**src/rtl/acq_pkg.sv**
```systemverilog
// Shared types and constants for the acquisition sequencer and its AXI4-Lite write helper.
package acq_pkg;

  typedef enum logic [2:0] {
    ST_IDLE,
    ST_CFG_WR,
    ST_CFG_RESP,
    ST_RUN,
    ST_DIS_WR,
    ST_DIS_RESP,
    ST_DONE
  } acq_state_e;

  localparam logic [1:0] RESP_OKAY   = 2'b00;
  localparam logic [1:0] RESP_SLVERR = 2'b10;

  // Packetizer register map (byte addresses)
  localparam logic [31:0] PKT_CFG_ADDR    = 32'h0000_001C;
  localparam logic [31:0] PKT_STATUS_ADDR = 32'h0000_0024;

  localparam int unsigned AXIL_AW  = 32;
  localparam int unsigned AXIL_DW  = 32;
  localparam int unsigned STREAM_W = 32;

endpackage

```
**src/rtl/axil_single_write.sv**
```systemverilog
// One-shot AXI4-Lite write manager: req launches aw/w together, each channel
// retires on its own ready, then bready is held until the response arrives.
module axil_single_write
  import acq_pkg::*;
(
  input  logic               clk,
  input  logic               rst_n,
  input  logic               req,
  input  logic               cancel,
  input  logic [AXIL_AW-1:0] addr,
  input  logic [AXIL_DW-1:0] data,
  output logic [AXIL_AW-1:0] awaddr,
  output logic [2:0]         awprot,
  output logic               awvalid,
  input  logic               awready,
  output logic [AXIL_DW-1:0] wdata,
  output logic [3:0]         wstrb,
  output logic               wvalid,
  input  logic               wready,
  input  logic [1:0]         bresp,
  input  logic               bvalid,
  output logic               bready,
  output logic               accept_c,
  output logic               done_c,
  output logic [1:0]         resp_c
);

  logic               aw_pend_q, aw_pend_d;
  logic               w_pend_q, w_pend_d;
  logic               bready_q, bready_d;
  logic [AXIL_AW-1:0] addr_q, addr_d;
  logic [AXIL_DW-1:0] data_q, data_d;

  always_ff @(posedge clk or negedge rst_n) begin
    if (!rst_n) begin
      aw_pend_q <= 1'b0;
      w_pend_q  <= 1'b0;
      bready_q  <= 1'b0;
      addr_q    <= '0;
      data_q    <= '0;
    end else begin
      aw_pend_q <= aw_pend_d;
      w_pend_q  <= w_pend_d;
      bready_q  <= bready_d;
      addr_q    <= addr_d;
      data_q    <= data_d;
    end
  end

  always_comb begin
    aw_pend_d = aw_pend_q;
    w_pend_d  = w_pend_q;
    bready_d  = bready_q;
    addr_d    = addr_q;
    data_d    = data_q;
    accept_c  = 1'b0;
    if (req) begin
      aw_pend_d = 1'b1;
      w_pend_d  = 1'b1;
      bready_d  = 1'b0;
      addr_d    = addr;
      data_d    = data;
    end else if (cancel) begin
      aw_pend_d = 1'b0;
      w_pend_d  = 1'b0;
      bready_d  = 1'b0;
    end else begin
      if (aw_pend_q && awready) aw_pend_d = 1'b0;
      if (w_pend_q && wready)   w_pend_d  = 1'b0;
      // Both channels retired (possibly on different cycles): open the response phase
      if ((aw_pend_q || w_pend_q) && !aw_pend_d && !w_pend_d) begin
        accept_c = 1'b1;
        bready_d = 1'b1;
      end
      if (bready_q && bvalid) bready_d = 1'b0;
    end
  end

  assign awaddr  = addr_q;
  assign awprot  = 3'b000;
  assign awvalid = aw_pend_q;
  assign wdata   = data_q;
  assign wstrb   = 4'hF;
  assign wvalid  = w_pend_q;
  assign bready  = bready_q;
  assign done_c  = bready_q & bvalid;
  assign resp_c  = bresp;

endmodule

```
**src/rtl/acq_sequencer.sv**
```systemverilog
// Acquisition sequencer: programs the packetizer length, gates the ADC stream for N packets,
// then disables the packetizer. Optional watchdog: define ACQ_SEQUENCER_WATCHDOG_EN.
module acq_sequencer
  import acq_pkg::*;
#(
  parameter logic [31:0] CFG_ADDR    = PKT_CFG_ADDR,
  parameter int unsigned CNT_W       = 16,
  parameter int unsigned WDOG_CYCLES = 1_000_000
) (
  input  logic                aclk,
  input  logic                aresetn,
  input  logic                start,
  input  logic                abort,
  input  logic [31:0]         packet_len,
  input  logic [CNT_W-1:0]    num_packets,
  output logic                busy,
  output logic                done,
  output logic                error,
  output logic                aborted,
  output logic [CNT_W-1:0]    pkt_count,
  output logic [31:0]         m_axi_lite_awaddr,
  output logic [2:0]          m_axi_lite_awprot,
  output logic                m_axi_lite_awvalid,
  input  logic                m_axi_lite_awready,
  output logic [31:0]         m_axi_lite_wdata,
  output logic [3:0]          m_axi_lite_wstrb,
  output logic                m_axi_lite_wvalid,
  input  logic                m_axi_lite_wready,
  input  logic [1:0]          m_axi_lite_bresp,
  input  logic                m_axi_lite_bvalid,
  output logic                m_axi_lite_bready,
  input  logic [STREAM_W-1:0] s_axis_data_tdata,
  input  logic                s_axis_data_tvalid,
  output logic                s_axis_data_tready,
  output logic [STREAM_W-1:0] m_axis_data_tdata,
  output logic                m_axis_data_tvalid,
  input  logic                m_axis_data_tready,
  input  logic                last
);

  acq_state_e       state_q, state_d;
  logic             gate_q, gate_d;
  logic             busy_q, busy_d;
  logic             done_q, done_d;
  logic             error_q, error_d;
  logic             aborted_q, aborted_d;
  logic [CNT_W-1:0] pkt_q, pkt_d;
  logic [CNT_W-1:0] num_q, num_d;

  logic             wr_req_c, wr_cancel_c, wr_accept_c, wr_done_c;
  logic [1:0]       wr_resp_c;
  logic [31:0]      wr_data_c;
  logic             pkt_done_c, final_c;

  assign m_axis_data_tvalid = s_axis_data_tvalid & gate_q;
  assign s_axis_data_tready = m_axis_data_tready & gate_q;
  assign m_axis_data_tdata  = s_axis_data_tdata;
  assign pkt_done_c         = last & m_axis_data_tvalid & m_axis_data_tready;

`ifdef ACQ_SEQUENCER_WATCHDOG_EN
  localparam int unsigned WDOG_W = (WDOG_CYCLES > 1) ? $clog2(WDOG_CYCLES) : 1;
  logic [WDOG_W-1:0] wdog_q, wdog_d;
  logic              wdog_hit_c;
  assign wdog_hit_c = (wdog_q == WDOG_W'(WDOG_CYCLES - 1));

  always_ff @(posedge aclk or negedge aresetn) begin
    if (!aresetn) wdog_q <= '0;
    else          wdog_q <= wdog_d;
  end
`endif

  always_ff @(posedge aclk or negedge aresetn) begin
    if (!aresetn) begin
      state_q   <= ST_IDLE;
      gate_q    <= 1'b0;
      busy_q    <= 1'b0;
      done_q    <= 1'b0;
      error_q   <= 1'b0;
      aborted_q <= 1'b0;
      pkt_q     <= '0;
      num_q     <= '0;
    end else begin
      state_q   <= state_d;
      gate_q    <= gate_d;
      busy_q    <= busy_d;
      done_q    <= done_d;
      error_q   <= error_d;
      aborted_q <= aborted_d;
      pkt_q     <= pkt_d;
      num_q     <= num_d;
    end
  end

  always_comb begin
    state_d     = state_q;
    error_d     = error_q;
    aborted_d   = aborted_q;
    pkt_d       = pkt_q;
    num_d       = num_q;
    wr_req_c    = 1'b0;
    wr_cancel_c = 1'b0;
    wr_data_c   = 32'h0;
    final_c     = 1'b0;
    case (state_q)
      ST_IDLE: begin
        if (start) begin
          num_d     = num_packets;
          pkt_d     = '0;
          error_d   = 1'b0;
          aborted_d = 1'b0;
          if (packet_len == 32'h0) begin
            error_d = 1'b1;
            state_d = ST_DONE;
          end else begin
            wr_req_c  = 1'b1;
            wr_data_c = packet_len;
            state_d   = ST_CFG_WR;
          end
        end
      end
      ST_CFG_WR:   if (wr_accept_c) state_d = ST_CFG_RESP;
      ST_CFG_RESP: begin
        if (wr_done_c) begin
          if (wr_resp_c == RESP_OKAY) begin
            state_d = ST_RUN;
          end else begin
            error_d = 1'b1;
            state_d = ST_DONE;
          end
        end
      end
      ST_RUN: begin
        if (pkt_done_c) begin
          if (pkt_q != '1) pkt_d = pkt_q + CNT_W'(1);
          final_c = (num_q != '0) && ((pkt_q + CNT_W'(1)) == num_q);
        end
        // The final completion takes precedence over a coincident abort
        if (final_c) begin
          wr_req_c = 1'b1;
          state_d  = ST_DIS_WR;
        end else if (abort) begin
          aborted_d = 1'b1;
          wr_req_c  = 1'b1;
          state_d   = ST_DIS_WR;
        end
      end
      ST_DIS_WR:   if (wr_accept_c) state_d = ST_DIS_RESP;
      ST_DIS_RESP: begin
        if (wr_done_c) begin
          if (wr_resp_c != RESP_OKAY) error_d = 1'b1;
          state_d = ST_DONE;
        end
      end
      ST_DONE: state_d = ST_IDLE;
      default: state_d = ST_IDLE;
    endcase

`ifdef ACQ_SEQUENCER_WATCHDOG_EN
    if (wdog_hit_c) begin
      if (state_q == ST_RUN && state_d == ST_RUN) begin
        aborted_d = 1'b1;
        error_d   = 1'b1;
        wr_req_c  = 1'b1;
        state_d   = ST_DIS_WR;
      end else if (state_q inside {ST_CFG_WR, ST_CFG_RESP, ST_DIS_WR, ST_DIS_RESP}) begin
        error_d     = 1'b1;
        wr_cancel_c = 1'b1;
        state_d     = ST_DONE;
      end
    end
    // Restart on every state entry; in RUN any stream handshake also restarts it
    wdog_d = '0;
    if (state_d == state_q) begin
      if (state_q inside {ST_CFG_WR, ST_CFG_RESP, ST_DIS_WR, ST_DIS_RESP}) begin
        wdog_d = wdog_q + WDOG_W'(1);
      end else if (state_q == ST_RUN && !(m_axis_data_tvalid && m_axis_data_tready)) begin
        wdog_d = wdog_q + WDOG_W'(1);
      end
    end
`endif

    gate_d = (state_d == ST_RUN);
    done_d = (state_d == ST_DONE);
    busy_d = (state_d != ST_IDLE) && (state_d != ST_DONE);
  end

  axil_single_write u_wr (
    .clk      (aclk),
    .rst_n    (aresetn),
    .req      (wr_req_c),
    .cancel   (wr_cancel_c),
    .addr     (CFG_ADDR),
    .data     (wr_data_c),
    .awaddr   (m_axi_lite_awaddr),
    .awprot   (m_axi_lite_awprot),
    .awvalid  (m_axi_lite_awvalid),
    .awready  (m_axi_lite_awready),
    .wdata    (m_axi_lite_wdata),
    .wstrb    (m_axi_lite_wstrb),
    .wvalid   (m_axi_lite_wvalid),
    .wready   (m_axi_lite_wready),
    .bresp    (m_axi_lite_bresp),
    .bvalid   (m_axi_lite_bvalid),
    .bready   (m_axi_lite_bready),
    .accept_c (wr_accept_c),
    .done_c   (wr_done_c),
    .resp_c   (wr_resp_c)
  );

  assign busy      = busy_q;
  assign done      = done_q;
  assign error     = error_q;
  assign aborted   = aborted_q;
  assign pkt_count = pkt_q;

endmodule

```
**config.mk**
```make
export PLATFORM = sky130hd
export DESIGN_NAME = acq_sequencer
export DESIGN_NICKNAME = d
export VERILOG_FILES = /design/src/rtl/acq_pkg.sv /design/src/rtl/axil_single_write.sv /design/src/rtl/acq_sequencer.sv
export SDC_FILE = /design/constraint.sdc
export NUM_CORES = 1
export LEC_CHECK = 0
export CAP_MARGIN = 10
export CORE_UTILIZATION = 37
export CTS_BUF_LIST = sky130_fd_sc_hd__clkbuf_8 sky130_fd_sc_hd__clkbuf_16
export CTS_CLUSTER_DIAMETER = 40
export DETAILED_ROUTE_END_ITERATION = 10
export DONT_BUFFER_PORTS = 1
export PLACE_DENSITY = 0.56
export SETUP_SLACK_MARGIN = 0.15
export SLEW_MARGIN = 15
export SYNTH_ARGS = -nofsm -noshare
export SYNTH_HDL_FRONTEND = slang
export SYNTH_SLANG_ARGS = --single-unit
```
**constraint.sdc**
```tcl
create_clock -name aclk -period 4.9 [get_ports aclk]
set_clock_uncertainty 0.05 [all_clocks]
set_input_delay 1.47 -clock aclk [delete_from_list [all_inputs] [get_ports aclk]]
set_output_delay 1.47 -clock aclk [all_outputs]
set_load 0.03 [all_outputs]
```
* Word level (Yosys, flattened, before mapping)
Index checks and enable logic that the tools add are counted.
** Storage, ports and cells
- Register bits after elaboration :: 76
- Bits in latches :: 0
- Memory bits (writable) :: 0
- Memory bits (read-only) :: 0
- Input port bits :: 92
- Output and inout bits :: 128
- Memories :: 0
** Cells by class
- Add/sub/neg operators :: 1
- Multipliers :: 0
- Divide/modulo/power cells :: 0
- Order comparisons :: 0
- Equal/unequal tests :: 19
- Shift-type cells :: 0
- Mux-type cells :: 46
- Bitwise operators :: 5
- Reduce and logical (&&, ||, !) cells :: 23
** Operator list (count)
- $mux W32 :: 3
- $mux W16 :: 3
- $logic_not A32 Y1 :: 1
- $pmux W16 S2 :: 1
- $mux W3 :: 9
- $mux W1 :: 26
- $pmux W3 S6 :: 1
- $add A16 B1 Y16 const B :: 1
- $eq A16 B16 Y1 :: 1
- $ne A16 B16 Y1 const B :: 1
- $reduce_bool A16 Y1 :: 1
- $ne A2 B2 Y1 const B :: 7
- $eq A3 B2 Y1 const B :: 3
- $eq A3 B3 Y1 const B :: 3
- $reduce_bool A3 Y1 :: 3
- $reduce_and A4 Y1 :: 2
- $logic_and A1 B1 Y1 :: 7
- $reduce_and A6 Y1 :: 1
- $and A1 B1 Y1 :: 5
- $ne A2 B1 Y1 const B :: 2
- $pmux W1 S2 :: 2
- $reduce_bool A2 Y1 :: 2
- $eq A3 B1 Y1 const B :: 1
- $logic_not A3 Y1 :: 1
- other kinds (6) :: 7

* Logic depth before layout (Yosys ltp)
- Word-level depth :: 17
- Gate-level depth with buffers :: 11
- Gate-level depth less buffers :: 9

* Modules after synthesis
From an unflattened synthesis, not the netlist that was laid out.
** Second synthesis, totals
- Cells, all modules :: 514
- Area total of the unflattened synthesis :: 5620.4 µm²
** By module, submodules not included
- acq_sequencer :: instances 1, cells each 354, area each 3019.1 µm², sequential area each 1001.0 µm²
- axil_single_write :: instances 1, cells each 160, area each 2601.2 µm², sequential area each 1676.6 µm²

* Worst setup path after synthesis
OpenSTA, ideal clock, no wires.
- Kind :: input-to-output
- From :: input port s_axis_data_tvalid
- To :: output port m_axis_data_tvalid
- Arrival :: 1.751 ns
- Data required time :: 3.380 ns
- Slack :: 1.629 ns
- Stages on the path :: 1
- Path through :: and2_1
** On the way
- Word-level cells in the longest chain between the ends :: 1
** Ends and longest elaborated chain
- from (decl) :: RTL line acq_sequencer.sv:33 : input logic s_axis_data_tvalid,
- $and A1 B1 Y1 :: RTL line acq_sequencer.sv:55 : assign m_axis_data_tvalid = s_axis_data_tvalid & gate_q;
- to (decl) :: RTL line acq_sequencer.sv:36 : output logic m_axis_data_tvalid,
No other way between the ends.

* Worst setup path after layout
- From :: register pkt_q[0] (netlist: pkt_count[0])
- To :: register u_wr.data_q[8] (netlist: u_wr.wdata[8])
** On the way
- Word-level cells in the longest chain between the ends :: 7
** Ends and longest elaborated chain
- from (decl) :: RTL line acq_sequencer.sv:47 : logic [CNT_W-1:0] pkt_q, pkt_d;
- from (signal assigned) :: RTL line acq_sequencer.sv:89 : pkt_q <= pkt_d;
- $add A16 B1 Y16 :: RTL line acq_sequencer.sv:135 : final_c = (num_q != '0) && ((pkt_q + CNT_W'(1)) == num_q);
- $eq A16 B16 Y1 :: RTL line acq_sequencer.sv:135
- $logic_and A1 B1 Y1 :: RTL line acq_sequencer.sv:135
- $mux W1 :: RTL line acq_sequencer.sv:133 : if (pkt_done_c) begin
- $mux W1 :: RTL line acq_sequencer.sv:104 : case (state_q)
- $mux W1 :: RTL line acq_sequencer.sv:138 : if (final_c) begin
- $pmux W1 S2 :: RTL line acq_sequencer.sv:104
- to (signal assigned) :: RTL line axil_single_write.sv:46 : data_q <= data_d;
- to (decl) :: RTL line axil_single_write.sv:32 : logic [AXIL_DW-1:0] data_q, data_d;
No other way between the ends. The select of a mux whose other input is x is not followed.
A chain may end at the register's enable or synchronous reset.

==> run metrics <==
setup bufs post-CTS 0; RD Place Congestion 0.848; Max Cap Viol 0; CTS Root Cell clkbuf_16; Via density 5.63; Post-synth EDFFs 0; Gate Count Post-Synth 472; CORE AREA 0.0116 mm2; post-route minimum period 3.70 ns; dpl cell area 0.00413 mm2; total negative slack 0 ns; Finished Cell Area 0.00444 mm2; Final Hold Viols 0; max_slew headroom 37.0%; largest net degree at the start of global routing 77; Max Root-Sink Buffers 2; CTS Sinks 76; peak supply drop 290 uV; crit path max fanout 36; Remaining DRCs 13; failing checks design-rule violations; Tcrit/Tclk final 75.6%; worst r2r path cells 9; HP Class flop to flop; drt total wl 10300 um; drt first pass iters 7; grt ovf 0; Total Routing Usage GR 17.0%; fraction of registers with async set/reset 100%; Post-synth top flop dfrtp_1; DP Cell Count 560; leakage 2.01 nW; Post-DP HPWL 7430 um; max-slew violation count 0; DRT antenna net count 0; Synth area leaders dfrtp_1 (43%), buf_4 (12%), a22o_1 (6.3%); initial drt markers 331; Seq/Total Area, Yosys 42.9%; Reg-to-Reg Start pkt_count[0]; Ys Warns 0; first-pass GRT wire length 16200 um; vias in the first global route 3045; Place WS 1.22 ns; final instance count without filler cells 575; PostCTS Resize Cnt 0; WL per Instance 17.9 um; chip width 112 um; Reg2Reg Setup Slack 1.20 ns; Via Count 3239; initial antenna violation count 0; Seq cells post-synth 76; Syn Std Cell Area 0.00444 mm2; Pwr Density 612 mW/mm2; clock network latency to the later pin of the worst-skew pair 0.34 ns; Core Util, Final 38.4%; Die Height 112 um; Crit. Startpoint pkt_count[0]; cell taking the most area after synthesis dfrtp_1; final setup fails 0; # fillers 1150; number of cell rows 39; IO Port Bufs 0; diode count 0; total power 2.72 mW; actual slew at the worst max-slew pin 0.945 ns; CP Launch Type flop; Syn Area/Cell 9.40 um2; critical path capture point type flop; net count reported at finish 521; critical path class flop to flop; clock slew at reported path FFs 0.06 ns; Cell variety after synth 58; RSZ-0062 raised after global routing false; area delta synth->final 0.0565%; top-area cell type share of the netlist area 42.9%; io pins 220; WHS Path Cells 2; die area 0.0124 mm2; status complete, but fails checks; Initial Util 38.4%; share of cells above drive strength 1 7.64%; H-Tree Depth 3; worst path required time 5.12 ns; CTS tree yes; worst hold start num_q[2]; Crit path arrival time 3.93 ns; Inserted Clock Buffers 9; final hold slack 0.466 ns; Hold Buf Count CTS 0; Peak Freq 270 MHz; final worst slack 1.20 ns
==> critical path, cell delays in order, from the launching register on <==
cell and delay, ns:
dfrtp_1 0.67, ha_1 0.43, nand3_1 0.40, nor4_4 0.42, xnor2_1 0.13, o2111a_1 0.26
nand4_2 0.12, nand2_2 0.10, a31oi_4 0.78, a22o_1 0.26
==> state kept, by name, indices dropped and copies added (netlist names) <==
| signal | count |
|---|---|
| u_wr.bready | 1 |
| aborted | 1 |
| state_q | 3 |
| u_wr.awvalid | 1 |
| u_wr.wdata | 32 |
| pkt_count | 16 |
| done | 1 |
| num_q | 16 |
| u_wr.wvalid | 1 |
| gate_q | 1 |
| error | 1 |
| u_wr.awaddr | 1 |
| busy | 1 |
==> Yosys cell counts, types with 6 or more instances <==
library cell and number:
clkbuf_1 10, o21ai_0 27, dfrtp_1 76, nor2_1 25, a22o_1 32, xor2_1 8, nor4_1 18, buf_4 73
o31ai_1 6, nand2b_1 9, inv_1 8, nand3_1 9, nand2_1 67, a21oi_1 7, xnor2_1 10
==> final cells by class <==
class	count	area, um2	area share [%]
clock inverters	6	88.8	2.00
repair buffers	3	22.5	0.507
inverters	9	33.8	0.761
clock buffers	9	225	5.07
well taps	143	179	4.03
multi-input cells	329	1990	44.8
flip-flops and latches	76	1900	42.8
==> cells by family after synthesis <==
kind of cell | after synthesis | share of synthesized area [%]
AND/OR/NAND/NOR | 169 | 20.1
AO/OA/AOI/OAI | 101 | 16.8
flip-flops | 76 | 42.9
other | 2 | 0.169
multiplexers | 4 | 0.931
buffers and inverters | 101 | 15.4
adder cells (fa/ha/maj) | 1 | 0.282
XOR/XNOR | 18 | 3.55
==> cell usage in the layout, fill, tap and decap left out, types with 2 or more instances in the layout <==
master      netlist  routed
nor3_2            1       2
buf_4            73       3
xor2_1            8       8
clkbuf_16         0       9
conb_1            2      36
xnor2_1          10      10
o21ai_0          27      27
nor2b_1           4       4
bufinv_16         0       2
or3_1             3       3
nand4_2           3       3
nand4_1           5       5
dfrtp_1          76      76
o31ai_1           6       6
nor2_1           25      24
inv_1             8       8
mux2i_1           3       3
nor3_1            4       3
nand3_1           9       9
nand2_1          67      67
and2_1            4       4
a41oi_1           2       2
a21oi_1           7       7
and4_1            3       3
a22o_1           32      32
clkinvlp_4        0       2
and3_1            5       5
a31oi_1           5       5
nand3b_1          2       2
o41ai_1           4       4
nor4_1           18      18
o211ai_1          3       3
nand2b_1          9       9
nand4bb_1         2       2
==> per-layer routing <==
layer / vias to the layer above / routed length [um] / global-route usage [%]
met3: 19 / 936 / 7.19
met4: 0 / 138 / 5.41
met5: - / 0 / 0
met2: 150 / 4660 / 25.3
li1: 1490 / - / -
met1: 1580 / 4570 / 22.2
==> power by group <==
part / internal [mW] / switching (mW) / total [mW]
Combinational: 0.289 / 0.382 / 0.671
Sequential: 0.842 / 0.499 / 1.34
Clock: 0.443 / 0.261 / 0.705
==> path summary, 6_finish.rpt <==
kind / endpoint
max: u_wr.wdata[8]
min: num_q[2]
max reg2reg: u_wr.wdata[8]
min reg2reg: num_q[2]
max in group asynchronous: error
min in group asynchronous: pkt_count[8]
No activity file was read; power rests on OpenSTA's default activity.
